==> config.mk <==
export PLATFORM = sky130hd
export DESIGN_NAME = piso_serializer
export DESIGN_NICKNAME = d
export VERILOG_FILES = /design/src/rtl/piso_serializer_pkg.sv /design/src/rtl/mux_nto1.sv /design/src/rtl/piso_serializer.sv
export SDC_FILE = /design/constraint.sdc
export NUM_CORES = 1
export LEC_CHECK = 0
export ABC_CLOCK_PERIOD_IN_PS = 2150
export CAP_MARGIN = 20
export CORE_UTILIZATION = 38
export CTS_CLUSTER_SIZE = 14
export DETAILED_ROUTE_END_ITERATION = 10
export GPL_ROUTABILITY_DRIVEN = 0
export GPL_TIMING_DRIVEN = 0
export PLACE_DENSITY_LB_ADDON = 0.12
export SYNTH_ARGS = -nofsm -noshare
export SYNTH_HDL_FRONTEND = slang
export SYNTH_SLANG_ARGS = --single-unit
==> constraint.sdc <==
create_clock -name clk -period 2.15 [get_ports clk]
set_input_delay 0.645 -clock clk [delete_from_list [all_inputs] [get_ports clk]]
set_output_delay 0.645 -clock clk [all_outputs]
set_load 0.03 [all_outputs]
==> src/rtl/piso_serializer_pkg.sv <==
// Shared definitions for the parallel-in/serial-out serializer and its select mux.
// Holds the FSM state encoding and the default word/select widths.
package piso_serializer_pkg;

  typedef enum logic {
    ST_IDLE  = 1'b0,
    ST_SHIFT = 1'b1
  } state_t;

  localparam int DEF_WIDTH = 8;
  localparam int DEF_SEL_W = 3;

endpackage

==> src/rtl/mux_nto1.sv <==
// Combinational N:1 bit-select mux: y = i[s].
// This is the same block that serves as the 8:1 data-select mux downstream.
module mux_nto1 #(
  parameter int WIDTH = 8,
  parameter int SEL_W = 3
) (
  input  logic [WIDTH-1:0] i,
  input  logic [SEL_W-1:0] s,
  output logic             y
);

  assign y = i[s];

endmodule

==> src/rtl/piso_serializer.sv <==
// Parallel-in/serial-out serializer with valid/ready on both sides.
// The select index steps through the held word, one position per accepted output bit.
module piso_serializer
  import piso_serializer_pkg::*;
#(
  parameter int WIDTH     = DEF_WIDTH,
  parameter int SEL_W     = DEF_SEL_W,
  parameter int MSB_FIRST = 0
) (
  input  logic             clk,
  input  logic             rst,
  input  logic [WIDTH-1:0] in_data,
  input  logic             in_valid,
  output logic             in_ready,
  output logic             out_bit,
  output logic             out_valid,
  input  logic             out_ready,
  output logic             out_last,
  output logic [SEL_W-1:0] sel,
  output logic             busy
);

  localparam logic [SEL_W-1:0] SEL_START = (MSB_FIRST != 0) ? SEL_W'(WIDTH - 1) : '0;
  localparam logic [SEL_W-1:0] SEL_END   = (MSB_FIRST != 0) ? '0 : SEL_W'(WIDTH - 1);

  state_t           state_reg;
  logic [SEL_W-1:0] sel_reg;
  logic [WIDTH-1:0] held_word_reg;

  logic shifting;
  logic xfer;
  logic accept;

  assign shifting  = (state_reg == ST_SHIFT);
  assign out_valid = shifting;
  assign busy      = shifting;
  assign out_last  = shifting && (sel_reg == SEL_END);
  assign sel       = sel_reg;

  // Accepting on the last-bit transfer lets the next word follow with no bubble.
  assign in_ready  = !rst && (!shifting || (out_last && out_ready));
  assign accept    = in_valid && in_ready;
  assign xfer      = out_valid && out_ready;

  mux_nto1 #(
    .WIDTH (WIDTH),
    .SEL_W (SEL_W)
  ) u_bit_mux (
    .i (held_word_reg),
    .s (sel_reg),
    .y (out_bit)
  );

  always_ff @(posedge clk) begin
    if (rst) begin
      state_reg     <= ST_IDLE;
      sel_reg       <= SEL_START;
      held_word_reg <= '0;
    end else if (accept) begin
      held_word_reg <= in_data;
      sel_reg       <= SEL_START;
      state_reg     <= ST_SHIFT;
    end else if (xfer) begin
      if (out_last) begin
        state_reg <= ST_IDLE;
        sel_reg   <= SEL_START;
      end else if (MSB_FIRST != 0) begin
        sel_reg <= sel_reg - SEL_W'(1);
      end else begin
        sel_reg <= sel_reg + SEL_W'(1);
      end
    end
  end

endmodule

* Word-level counts from Yosys, hierarchy flattened *
Index checks and enable logic that the tools add are counted.

operators by class
  reductions and logical operators = 12
  mux-type cells = 6
  eq/ne operators = 1
  add/subtract/negate cells = 1
  magnitude comparators = 1

operators by type and width
  operator             count
  $logic_and 1x1->1    5
  $lt 3x4->1 const B   1
  $mux 1               4
  $reduce_bool 2->1    2
  $add 3x1->3 const B  1
  $bmux 1 s3           1
  $eq 3x3->1 const B   1
  $mux 3               1
  $logic_not 1->1      2
  $reduce_and 2->1     1
  $reduce_or 2->1      1
  $logic_or 1x1->1     1

word-level totals
  output and inout bits = 8
  register bits = 12
  word-level logic and storage cells = 24
  bits of input ports = 12

* Longest topological paths before layout *
Gate-level depths: netlist of the first run.

  depth after elaboration = 8
  depth in mapped cells = 6
  gate-level depth less buffers = 5

* By module *
From an unflattened synthesis of the first run, not the netlist that was laid out.

second synthesis, totals
  cells, all modules = 52
  area total of the unflattened synthesis = 645.6 µm²

by module, submodules not included
  module           times used  area an instance (µm²)  sequential area each (µm²)  cells each
  piso_serializer  1           581.8                   240.2                       49
  mux_nto1         1           63.8                    0.0                         3

* Worst setup path after synthesis of the first run *
No wires, ideal clock.

  path kind = reg2out
  start = reg sel_reg[0] (netlist: sel[0])
  end = out out_bit
  arrival = 1.523 ns
  stages on the path, launching flop included = 3
  path slack = -0.018 ns
  required time = 1.505 ns
  buffers on the path = 0
  cell sequence = dfxtp_1 -> mux4_1 -> mux2_2

on the way
  word-level cells in the longest chain between the ends = 2

ends and longest elaborated chain
  element                       RTL line               source
  start: declaration            piso_serializer.sv:27  logic [SEL_W-1:0] sel_reg;
  start signal: assignment      piso_serializer.sv:68  sel_reg <= sel_reg - SEL_W'(1);
  start signal: assignment      piso_serializer.sv:70  sel_reg <= sel_reg + SEL_W'(1);
  $bmux 1 s3                    mux_nto1.sv:12         assign y = i[s];
  $mux 1 (not written as such)  mux_nto1.sv:12
  end: declaration              piso_serializer.sv:15  output logic out_bit,

No other way between the ends. The select of a mux whose other input is x is not followed.

* Final worst setup path of the first run *
Same ends and word-level chain as after synthesis.

==> results of run 1 <==
tightest hold or removal path, stage by stage (launching register included):
cell and delay, ps:
sky130_fd_sc_hd__dfxtp_1 370, sky130_fd_sc_hd__o21ai_0 100, sky130_fd_sc_hd__a21oi_1 80
placed cells by master, fill, tap and decap left out, types with 2 or more instances in the layout:
cell,netlist,final
sky130_fd_sc_hd__clkdlybuf4s50_1,0,13
sky130_fd_sc_hd__dfxtp_1,12,11
sky130_fd_sc_hd__mux2_4,5,6
sky130_fd_sc_hd__nor2b_1,5,5
sky130_fd_sc_hd__nor2_1,4,4
sky130_fd_sc_hd__and2b_1,4,4
sky130_fd_sc_hd__mux2_2,4,3
sky130_fd_sc_hd__buf_4,1,3
sky130_fd_sc_hd__clkbuf_4,0,3
sky130_fd_sc_hd__mux4_2,0,2
sky130_fd_sc_hd__buf_6,1,2
sky130_fd_sc_hd__nand2_1,2,2
sky130_fd_sc_hd__a21oi_1,2,2
sky130_fd_sc_hd__nor3_1,2,2
sky130_fd_sc_hd__dlymetal6s2s_1,0,2
layer usage:
metal | vias to the layer above | GRT usage, % | routed length [um] | share of wire [%]
li1 | 235 | - | - | -
met5 | - | 0 | 0 | 0
met2 | 16 | 23.69 | 547 | 46
met1 | 221 | 17.91 | 552 | 47
met3 | 4 | 3.879 | 47 | 4.0
met4 | 0 | 11.25 | 33 | 2.8
cell type report:
type	instances	area, um2
fill	137	630.6
timing repair buffer	20	201.4
sequential	12	244.0
clock buffer	3	22.52
multi-input combinational	39	372.9
tap	16	20.02
buffer	3	32.53
power by group:
| group | internal (mW) | leakage (nW) | total, mW | switching (mW) |
|---|---|---|---|---|
| clock | 0.0648 | 0.0138 | 0.132 | 0.0677 |
| sequential | 0.235 | 0.0993 | 0.244 | 0.00908 |
| combinational | 0.0635 | 0.286 | 0.103 | 0.0396 |
worst max path at each step:
stage	to	slack, ps	cells after the start
6_report	out_bit	-60	3
5_1_grt	out_bit	-100	3
4_1_cts	out_bit	-80	3
3_5_place_dp	in_ready	-780	4
3_3_place_gp	in_ready	-790	4
2_1_floorplan	in_ready	80	4
through the flow:
stage / utilization, % / setup TNS, ps / cells
2_1_floorplan: - / 0 / 54
3_3_place_gp: 55.01 / -1274 / 89
3_5_place_dp: 55.01 / -1224 / 89
4_1_cts: 57.47 / -163.7 / 93
5_1_grt: 58.62 / -107.5 / 93
6_report: 58.62 / -55.03 / 93
logic make-up after synthesis:
group | synth area share [%]
multiplexers | 29.14
buffers and inverters | 3.593
adder cells (fa/ha/maj) | 3.991
AO/OA/AOI/OAI | 4.191
flip-flops | 38.32
AND/OR/NAND/NOR | 20.76
what timing repair did:
item                       CTS  global route
resized for setup           24             4
buffers inserted             1             0
gates cloned                 0             0
pin swaps                    0             1
setup endpoints to repair    3             4
==> impl_table.tex, run 1 <==
\begin{tabular}{lr}
\hline
Metric & Value \\
\hline
\multicolumn{2}{l}{\textbf{Outcome}} \\
\quad Status & complete, but fails checks \\
\quad Violated checks & negative setup slack \\
\multicolumn{2}{l}{\textbf{Clock network}} \\
\quad Register clock-pin slew on the reported worst setup and hold paths & 70 ps \\
\quad Buffer type at the clock tree root & sky130\_fd\_sc\_hd\_\_clkbuf\_4 \\
\quad Number of clock sinks & 12 \\
\quad Largest buffer count on any clock path & 2 \\
\quad Clock buffer count from CTS & 3 \\
\quad Latest clock arrival within the worst-skew pair & 270 ps \\
\quad Number of buffers inserted for hold repair after clock tree synthesis & 0 \\
\quad CTS HTree Levels & 1 \\
\quad Clock tree from TritonCTS & built \\
\multicolumn{2}{l}{\textbf{Setup path}} \\
\quad Slack of the worst reg-to-reg path & 500 ps \\
\quad Classification of the worst setup path & register to output port \\
\quad Highest net fanout along the worst path & 4 \\
\quad Reg2reg path depth & 6 \\
\quad Type of destination of the critical path & output port \\
\quad Startpoint of the worst-slack reg-to-reg timing path & sel[1] \\
\quad Worst endpoint data arrival time & 1560 ps \\
\quad Worst stage delay on the critical path & 490 ps \\
\quad First element of the critical path & sel[0] \\
\quad Critical path required time & 1500 ps \\
\quad Buffering stage count on the worst path with inverters included & 1 \\
\quad Reg-to-reg endpoint & held\_word\_reg[7] \\
\quad Critical path startpoint category & register \\
\quad Largest delay contributor family on the critical path & multiplexers \\
\quad Series of cell instances along the critical path & mux4\_2 -> mux2\_4 -> buf\_6 \\
\quad Crit-path slowest cell & sky130\_fd\_sc\_hd\_\_mux4\_2 \\
\multicolumn{2}{l}{\textbf{Drt}} \\
\quad Number of DRC markers after the initial detailed-route iteration & 7 \\
\quad Number of nets with antenna violations after detailed routing & 0 \\
\quad Detailed Route WL & 1180 um \\
\quad Routed wire length per instance & 12.69 um \\
\quad First-pass DRT Iterations & 3 \\
\quad DRC violations left & 0 \\
\quad Avg Vias per Cell & 5.118 \\
\quad Via total after detailed routing & 476 \\
\multicolumn{2}{l}{\textbf{Synthesis}} \\
\quad Largest area contributor in the synthesized netlist & sky130\_fd\_sc\_hd\_\_dfxtp\_1 \\
\quad Most used standard cells in the synthesized netlist & sky130\_fd\_sc\_hd\_\_dfxtp\_1 (12), sky130\_fd\_sc\_hd\_\_mux2\_4 (5), sky130\_fd\_sc\_hd\_\_nor2b\_1 (5) \\
\quad Mapped Nets & 68 \\
\quad Cell with the most instances after synthesis & sky130\_fd\_sc\_hd\_\_dfxtp\_1 \\
\quad Proportion of netlist area held by the largest area contributor & 38.32\% \\
\quad Number of register bits inferred by synthesis & 12 \\
\quad Number of warnings issued by yosys & 0 \\
\quad Number of synthesized flops with an enable pin & 0 \\
\quad Most used DFF post-synth & sky130\_fd\_sc\_hd\_\_dfxtp\_1 \\
\quad Proportion of synthesized chip area in sequential cells & 38.32\% \\
\quad Proportion of register bits with asynchronous set or reset after synthesis & 0\% \\
\quad Mean instance size in the synthesized netlist & 11.61 um2 \\
\quad Unique cell type count in the Yosys netlist & 21 \\
\quad Syn Std Cell Area & 626.9 um2 \\
\quad Gate count after technology mapping & 54 \\
\quad Top cells by area, synth & sky130\_fd\_sc\_hd\_\_dfxtp\_1 (38\%), sky130\_fd\_sc\_hd\_\_mux2\_4 (12\%), sky130\_fd\_sc\_hd\_\_mux4\_1 (8.4\%) \\
\multicolumn{2}{l}{\textbf{Power and ir drop}} \\
\quad Maximum vdd drop & 0.2994 mV \\
\quad Cell Pwr Density & 536.9 nW/um2 \\
\quad Tot Pwr & 0.4796 mW \\
\quad Standby leakage power & 0.3993 nW \\
\multicolumn{2}{l}{\textbf{Placement}} \\
\quad Pre-CTS WS & -775.3 ps \\
\quad Buffers on Ports & 19 \\
\quad Area after DPL & 838.3 um2 \\
\multicolumn{2}{l}{\textbf{GRT}} \\
\quad Total routing usage reported by global routing & 15.25\% \\
\quad Number of antenna violations at the first check in global routing & 0 \\
\quad Vias in the first global route & 456 \\
\quad Largest net degree at the start of global routing & 11 \\
\quad Global route overflow & 0 \\
\quad First-pass GRT wire length & 1987 um \\
\multicolumn{2}{l}{\textbf{Die}} \\
\quad I/O Pins & 20 \\
\quad Effective utilization at floorplan & 41.13\% \\
\quad Core ar. & 1524 um2 \\
\quad Die Area & 1816 um2 \\
\quad DIE HEIGHT & 42.62 um \\
\quad Row count & 14 \\
\quad Die extent in x & 42.62 um \\
\multicolumn{2}{l}{\textbf{Worst hold path}} \\
\quad Count of cells along the worst hold path & 2 \\
\quad Source of the worst hold timing path & busy \\
\quad WHS Endpoint & sel[0] \\
\quad Worst hold path class & register to register \\
\multicolumn{2}{l}{\textbf{Finish}} \\
\quad Synth-to-layout area growth & 42.52\% \\
\quad Fin nets & 93 \\
\quad Layout cell share with drive strength beyond 1 & 32.47\% \\
\quad Number of antenna repair diodes & 0 \\
\quad Flip-flop count of the largest register, all copies and words added & 8 \\
\quad Final Cell Area & 893.4 um2 \\
\multicolumn{2}{l}{\textbf{STA}} \\
\quad Achievable Freq & 0.4535 GHz \\
\quad Final number of max-transition violations & 0 \\
\quad RSZ-0062 raised after global routing & yes \\
\quad Worst hold slack after final layout & 573.0 ps \\
\quad Slew margin rel. & 79.16\% \\
\quad Transition time at the pin with the least slew margin & 312.0 ps \\
\quad Number of setup violations in the final report & 1 \\
\quad Count of endpoints failing hold in the final timing report & 0 \\
\quad Final critical delay including setup and external delays & 2205 ps \\
\quad Final critical-path setup slack & -55.03 ps \\
\quad Share of the clock period used by the worst path & 102.6\% \\
\quad Largest clock skew in the final design & 2.904 ps \\
\multicolumn{2}{l}{\textbf{Job}} \\
\quad Maxcap violations & 0 \\
\hline
\end{tabular}
Power figures use the tool's default switching activity.
==> run 2: changes to the inputs <==
Settings changed: ABC_AREA set to 1, CORE_UTILIZATION 38 to 43, PLACE_DENSITY set to 0.79, PLACE_DENSITY_LB_ADDON 0.12 to not set.
==> run 2 against run 1 <==
The run now ends clean. Critical path depth stayed put. Non-clock buffer count decreased by 2. Setup slack better by 89 ps. Largest cell class unchanged.
==> impl_table.tex, run 2 <==
\begin{tabular}{lr}
\hline
Metric & Value \\
\hline
\multicolumn{2}{l}{\textbf{Die}} \\
\quad Effective utilization at floorplan & 47.09\% \\
\quad I/O Pins & 20 \\
\quad Die Area & 1618 um2 \\
\quad Core ar. & 1334 um2 \\
\quad Row count & 13 \\
\quad Die extent in x & 40.22 um \\
\quad DIE HEIGHT & 40.22 um \\
\multicolumn{2}{l}{\textbf{Finish}} \\
\quad Number of antenna repair diodes & 0 \\
\quad Fin util & 66.14\% \\
\quad Flip-flop count of the largest register, all copies and words added & 8 \\
\quad Synth-to-layout area growth & 40.44\% \\
\quad Layout cell share with drive strength beyond 1 & 19.30\% \\
\quad Total of fill cells in the finished design & 126 \\
\quad Top library cells by usage in the layout, fill and taps aside & sky130\_fd\_sc\_hd\_\_nand2\_1 (23), sky130\_fd\_sc\_hd\_\_nand3\_1 (20), sky130\_fd\_sc\_hd\_\_inv\_1 (14) \\
\quad Fin nets & 129 \\
\quad Leading cell type in the layout, fill and taps excluded & sky130\_fd\_sc\_hd\_\_nand2\_1 \\
\quad Final Cell Area & 882.1 um2 \\
\multicolumn{2}{l}{\textbf{GRT}} \\
\quad Largest net degree at the start of global routing & 11 \\
\quad Number of antenna violations at the first check in global routing & 0 \\
\quad Total routing usage reported by global routing & 20.00\% \\
\quad First-pass GRT wire length & 2076 um \\
\quad Global route overflow & 0 \\
\quad Vias in the first global route & 487 \\
\multicolumn{2}{l}{\textbf{STA}} \\
\quad Worst hold slack after final layout & 468.5 ps \\
\quad Final critical delay including setup and external delays & 2116 ps \\
\quad Total negative slack for setup checks & 0 ps \\
\quad Final critical-path setup slack & 33.90 ps \\
\quad Transition time at the pin with the least slew margin & 305.1 ps \\
\quad Count of endpoints failing hold in the final timing report & 0 \\
\quad Number of setup violations in the final report & 0 \\
\quad Final number of max-transition violations & 0 \\
\quad Share of the clock period used by the worst path & 98.42\% \\
\quad Achievable Freq & 0.4726 GHz \\
\quad RSZ-0062 raised after global routing & yes \\
\quad Largest clock skew in the final design & 9.109 ps \\
\quad Slew margin rel. & 79.60\% \\
\multicolumn{2}{l}{\textbf{Setup path}} \\
\quad Slack of the worst reg-to-reg path & 790 ps \\
\quad Buffering stage count on the worst path with inverters included & 2 \\
\quad Series of cell instances along the critical path & clkdlybuf4s50\_1 -> a21oi\_4 -> buf\_6 \\
\quad Reg2reg path depth & 7 \\
\quad Classification of the worst setup path & primary input to output port \\
\quad Startpoint of the worst-slack reg-to-reg timing path & sel[0] \\
\quad Critical path startpoint category & primary input \\
\quad Critical path required time & 1500 ps \\
\quad Reg-to-reg endpoint & held\_word\_reg[7] \\
\quad Crit-path slowest cell & sky130\_fd\_sc\_hd\_\_clkdlybuf4s50\_1 \\
\quad Worst stage delay on the critical path & 500 ps \\
\quad Largest delay contributor family on the critical path & buffers and inverters \\
\quad Type of destination of the critical path & output port \\
\quad Highest net fanout along the worst path & 3 \\
\quad Worst endpoint data arrival time & 1470 ps \\
\multicolumn{2}{l}{\textbf{Drt}} \\
\quad Number of DRC markers after the initial detailed-route iteration & 8 \\
\quad Avg Vias per Cell & 4.915 \\
\quad Routed length on met2 & 622 um \\
\quad Via total after detailed routing & 634 \\
\quad Routed wire length per instance & 10.00 um \\
\quad First-pass DRT Iterations & 4 \\
\quad Total length of routed met3 wires & 58 um \\
\quad DRC violations left & 0 \\
\quad Highest routed layer & met4 \\
\quad Detailed Route WL & 1290 um \\
\quad Post-route met1 wirelength & 575 um \\
\quad Number of nets with antenna violations after detailed routing & 0 \\
\multicolumn{2}{l}{\textbf{Synthesis}} \\
\quad Syn Std Cell Area & 628.1 um2 \\
\quad Cell with the most instances after synthesis & sky130\_fd\_sc\_hd\_\_nand2\_1 \\
\quad Simple-Gate Fraction of Synth Area & 40.24\% \\
\quad Number of synthesized flops with an enable pin & 0 \\
\quad Proportion of netlist area held by the largest area contributor & 38.25\% \\
\quad Xor/xnor share of the synthesized area & 0\% \\
\quad Dominant combinational cell family by area after synthesis & simple AND/OR/NAND/NOR gates \\
\quad Proportion of register bits with asynchronous set or reset after synthesis & 0\% \\
\quad Proportion of synthesized chip area in sequential cells & 38.25\% \\
\quad Mean instance size in the synthesized netlist & 6.902 um2 \\
\quad Largest area contributor in the synthesized netlist & sky130\_fd\_sc\_hd\_\_dfxtp\_1 \\
\quad Portion of netlist area occupied by mux cells & 0\% \\
\quad Unique cell type count in the Yosys netlist & 17 \\
\quad Most used standard cells in the synthesized netlist & sky130\_fd\_sc\_hd\_\_nand2\_1 (23), sky130\_fd\_sc\_hd\_\_nand3\_1 (20), sky130\_fd\_sc\_hd\_\_inv\_1 (14), sky130\_fd\_sc\_hd\_\_dfxtp\_1 (12), sky130\_fd\_sc\_hd\_\_nor2\_1 (5) \\
\quad Most used DFF post-synth & sky130\_fd\_sc\_hd\_\_dfxtp\_1 \\
\quad Number of register bits inferred by synthesis & 12 \\
\quad Synth Area in Compound Gates & 5.777\% \\
\quad Gate count after technology mapping & 91 \\
\quad Mapped Nets & 105 \\
\quad Number of warnings issued by yosys & 0 \\
\quad Top cells by area, synth & sky130\_fd\_sc\_hd\_\_dfxtp\_1 (38\%), sky130\_fd\_sc\_hd\_\_nand3\_1 (16\%), sky130\_fd\_sc\_hd\_\_nand2\_1 (14\%) \\
\quad Post-Synth Adder-Cell Area & 3.984\% \\
\multicolumn{2}{l}{\textbf{Clock network}} \\
\quad Buffer type at the clock tree root & sky130\_fd\_sc\_hd\_\_clkbuf\_4 \\
\quad Latest clock arrival within the worst-skew pair & 280 ps \\
\quad Register clock-pin slew on the reported worst setup and hold paths & 70 ps \\
\quad CTS HTree Levels & 1 \\
\quad Largest buffer count on any clock path & 2 \\
\quad Clock buffer count from CTS & 3 \\
\quad Number of clock sinks & 12 \\
\quad Clock tree from TritonCTS & built \\
\quad Number of buffers inserted for hold repair after clock tree synthesis & 0 \\
\multicolumn{2}{l}{\textbf{Worst hold path}} \\
\quad Count of cells along the worst hold path & 2 \\
\quad Source of the worst hold timing path & held\_word\_reg[6] \\
\quad WHS Endpoint & held\_word\_reg[6] \\
\quad Worst hold path class & register to register \\
\multicolumn{2}{l}{\textbf{Placement}} \\
\quad Pre-CTS WS & -705.9 ps \\
\quad Buffers on Ports & 18 \\
\quad Area after DPL & 827.0 um2 \\
\quad Detailed placement HPWL & 928 um \\
\multicolumn{2}{l}{\textbf{Outcome}} \\
\quad Status & finished clean \\
\multicolumn{2}{l}{\textbf{Power and ir drop}} \\
\quad Maximum vdd drop & 0.3731 mV \\
\quad Standby leakage power & 0.4293 nW \\
\quad Cell Pwr Density & 607.8 nW/um2 \\
\multicolumn{2}{l}{\textbf{Job}} \\
\quad Maxcap violations & 0 \\
\hline
\end{tabular}
-- run 2: cell count changes in the layout (fill, tap and decap cells not counted), moves of 2 or more --
cell,previous run,this run
sky130_fd_sc_hd__and2b_1,4,0
sky130_fd_sc_hd__nor2b_1,5,0
sky130_fd_sc_hd__mux2_2,3,0
sky130_fd_sc_hd__mux4_2,2,0
sky130_fd_sc_hd__inv_1,0,14
sky130_fd_sc_hd__mux2_4,6,0
sky130_fd_sc_hd__nand2_1,2,23
sky130_fd_sc_hd__buf_2,0,2
sky130_fd_sc_hd__nand2_2,0,4
sky130_fd_sc_hd__nand3_1,0,20
-- run 2: power breakdown --
part           leakage [nW]  internal [mW]  switching, mW  total (mW)
logic                 0.308         0.0482         0.0578       0.106
registers            0.0999          0.236         0.0119       0.248
clock network        0.0210          0.103         0.0791       0.182
-- run 2: worst register-to-register path, cell delays in order, from the launching register on --
cell	delay, ps
sky130_fd_sc_hd__dfxtp_4	400
sky130_fd_sc_hd__ha_2	200
sky130_fd_sc_hd__ha_4	150
sky130_fd_sc_hd__nand2_2	90
sky130_fd_sc_hd__a21oi_4	160
sky130_fd_sc_hd__buf_4	180
sky130_fd_sc_hd__nand3_1	70
sky130_fd_sc_hd__nand2_1	70
-- run 2: layout make-up --
cell class                 instances  area [um2]  area share [%]
buffer                             2       12.51           1.418
clock buffer                       4       36.28           4.113
inverter                          16       61.31           6.950
multi-input combinational         61       329.1           37.31
sequential                        12       245.2           27.80
tap                               15       18.77           2.128
timing repair buffer              19       178.9           20.28
-- run 2: cells by family after synthesis --
logic type | after synthesis
AO/OA/AOI/OAI | 5
flip-flops | 12
AND/OR/NAND/NOR | 54
buffers and inverters | 18
adder cells (fa/ha/maj) | 2
-- run 2: per-layer routing --
metal  vias up  global-route usage (%)
met4         0                   12.50
met3         4                   5.000
met5         -                       0
met1       279                   23.49
met2        18                   32.26
li1        333                       -
-- run 2: how the worst max path moves through the flow --
stage / startpoint / to / slack, ps / cells after the start
floorplan: sel[0] / in_ready / 90 / 4
global placement: out_ready / in_ready / -700 / 4
detailed placement: out_ready / in_ready / -710 / 4
CTS: out_ready / in_ready / -80 / 4
global route: sel[2] / sel[2] / -2 / 1
finish: rst / in_ready / 30 / 3
-- run 2: through the flow --
| step | power [mW] | std cells |
|---|---|---|
| global route | 0.5660 | 129 |
| floorplan | 0.3149 | 91 |
| detailed placement | 0.3607 | 124 |
| global placement | 0.3578 | 124 |
| CTS | 0.5387 | 129 |
| finish | 0.5361 | 129 |
-- run 2: what timing repair did --
action	CTS	global route
buffers inserted	1	0
endpoints found under the setup margin	5	3
pin swaps	1	1
resized for setup	16	8
==> run 3: changes to the inputs <==
Settings changed: SLEW_MARGIN set to 20.
==> results of run 3 <==
No change in the layout: final DEF, timing and power equal those of run 2.
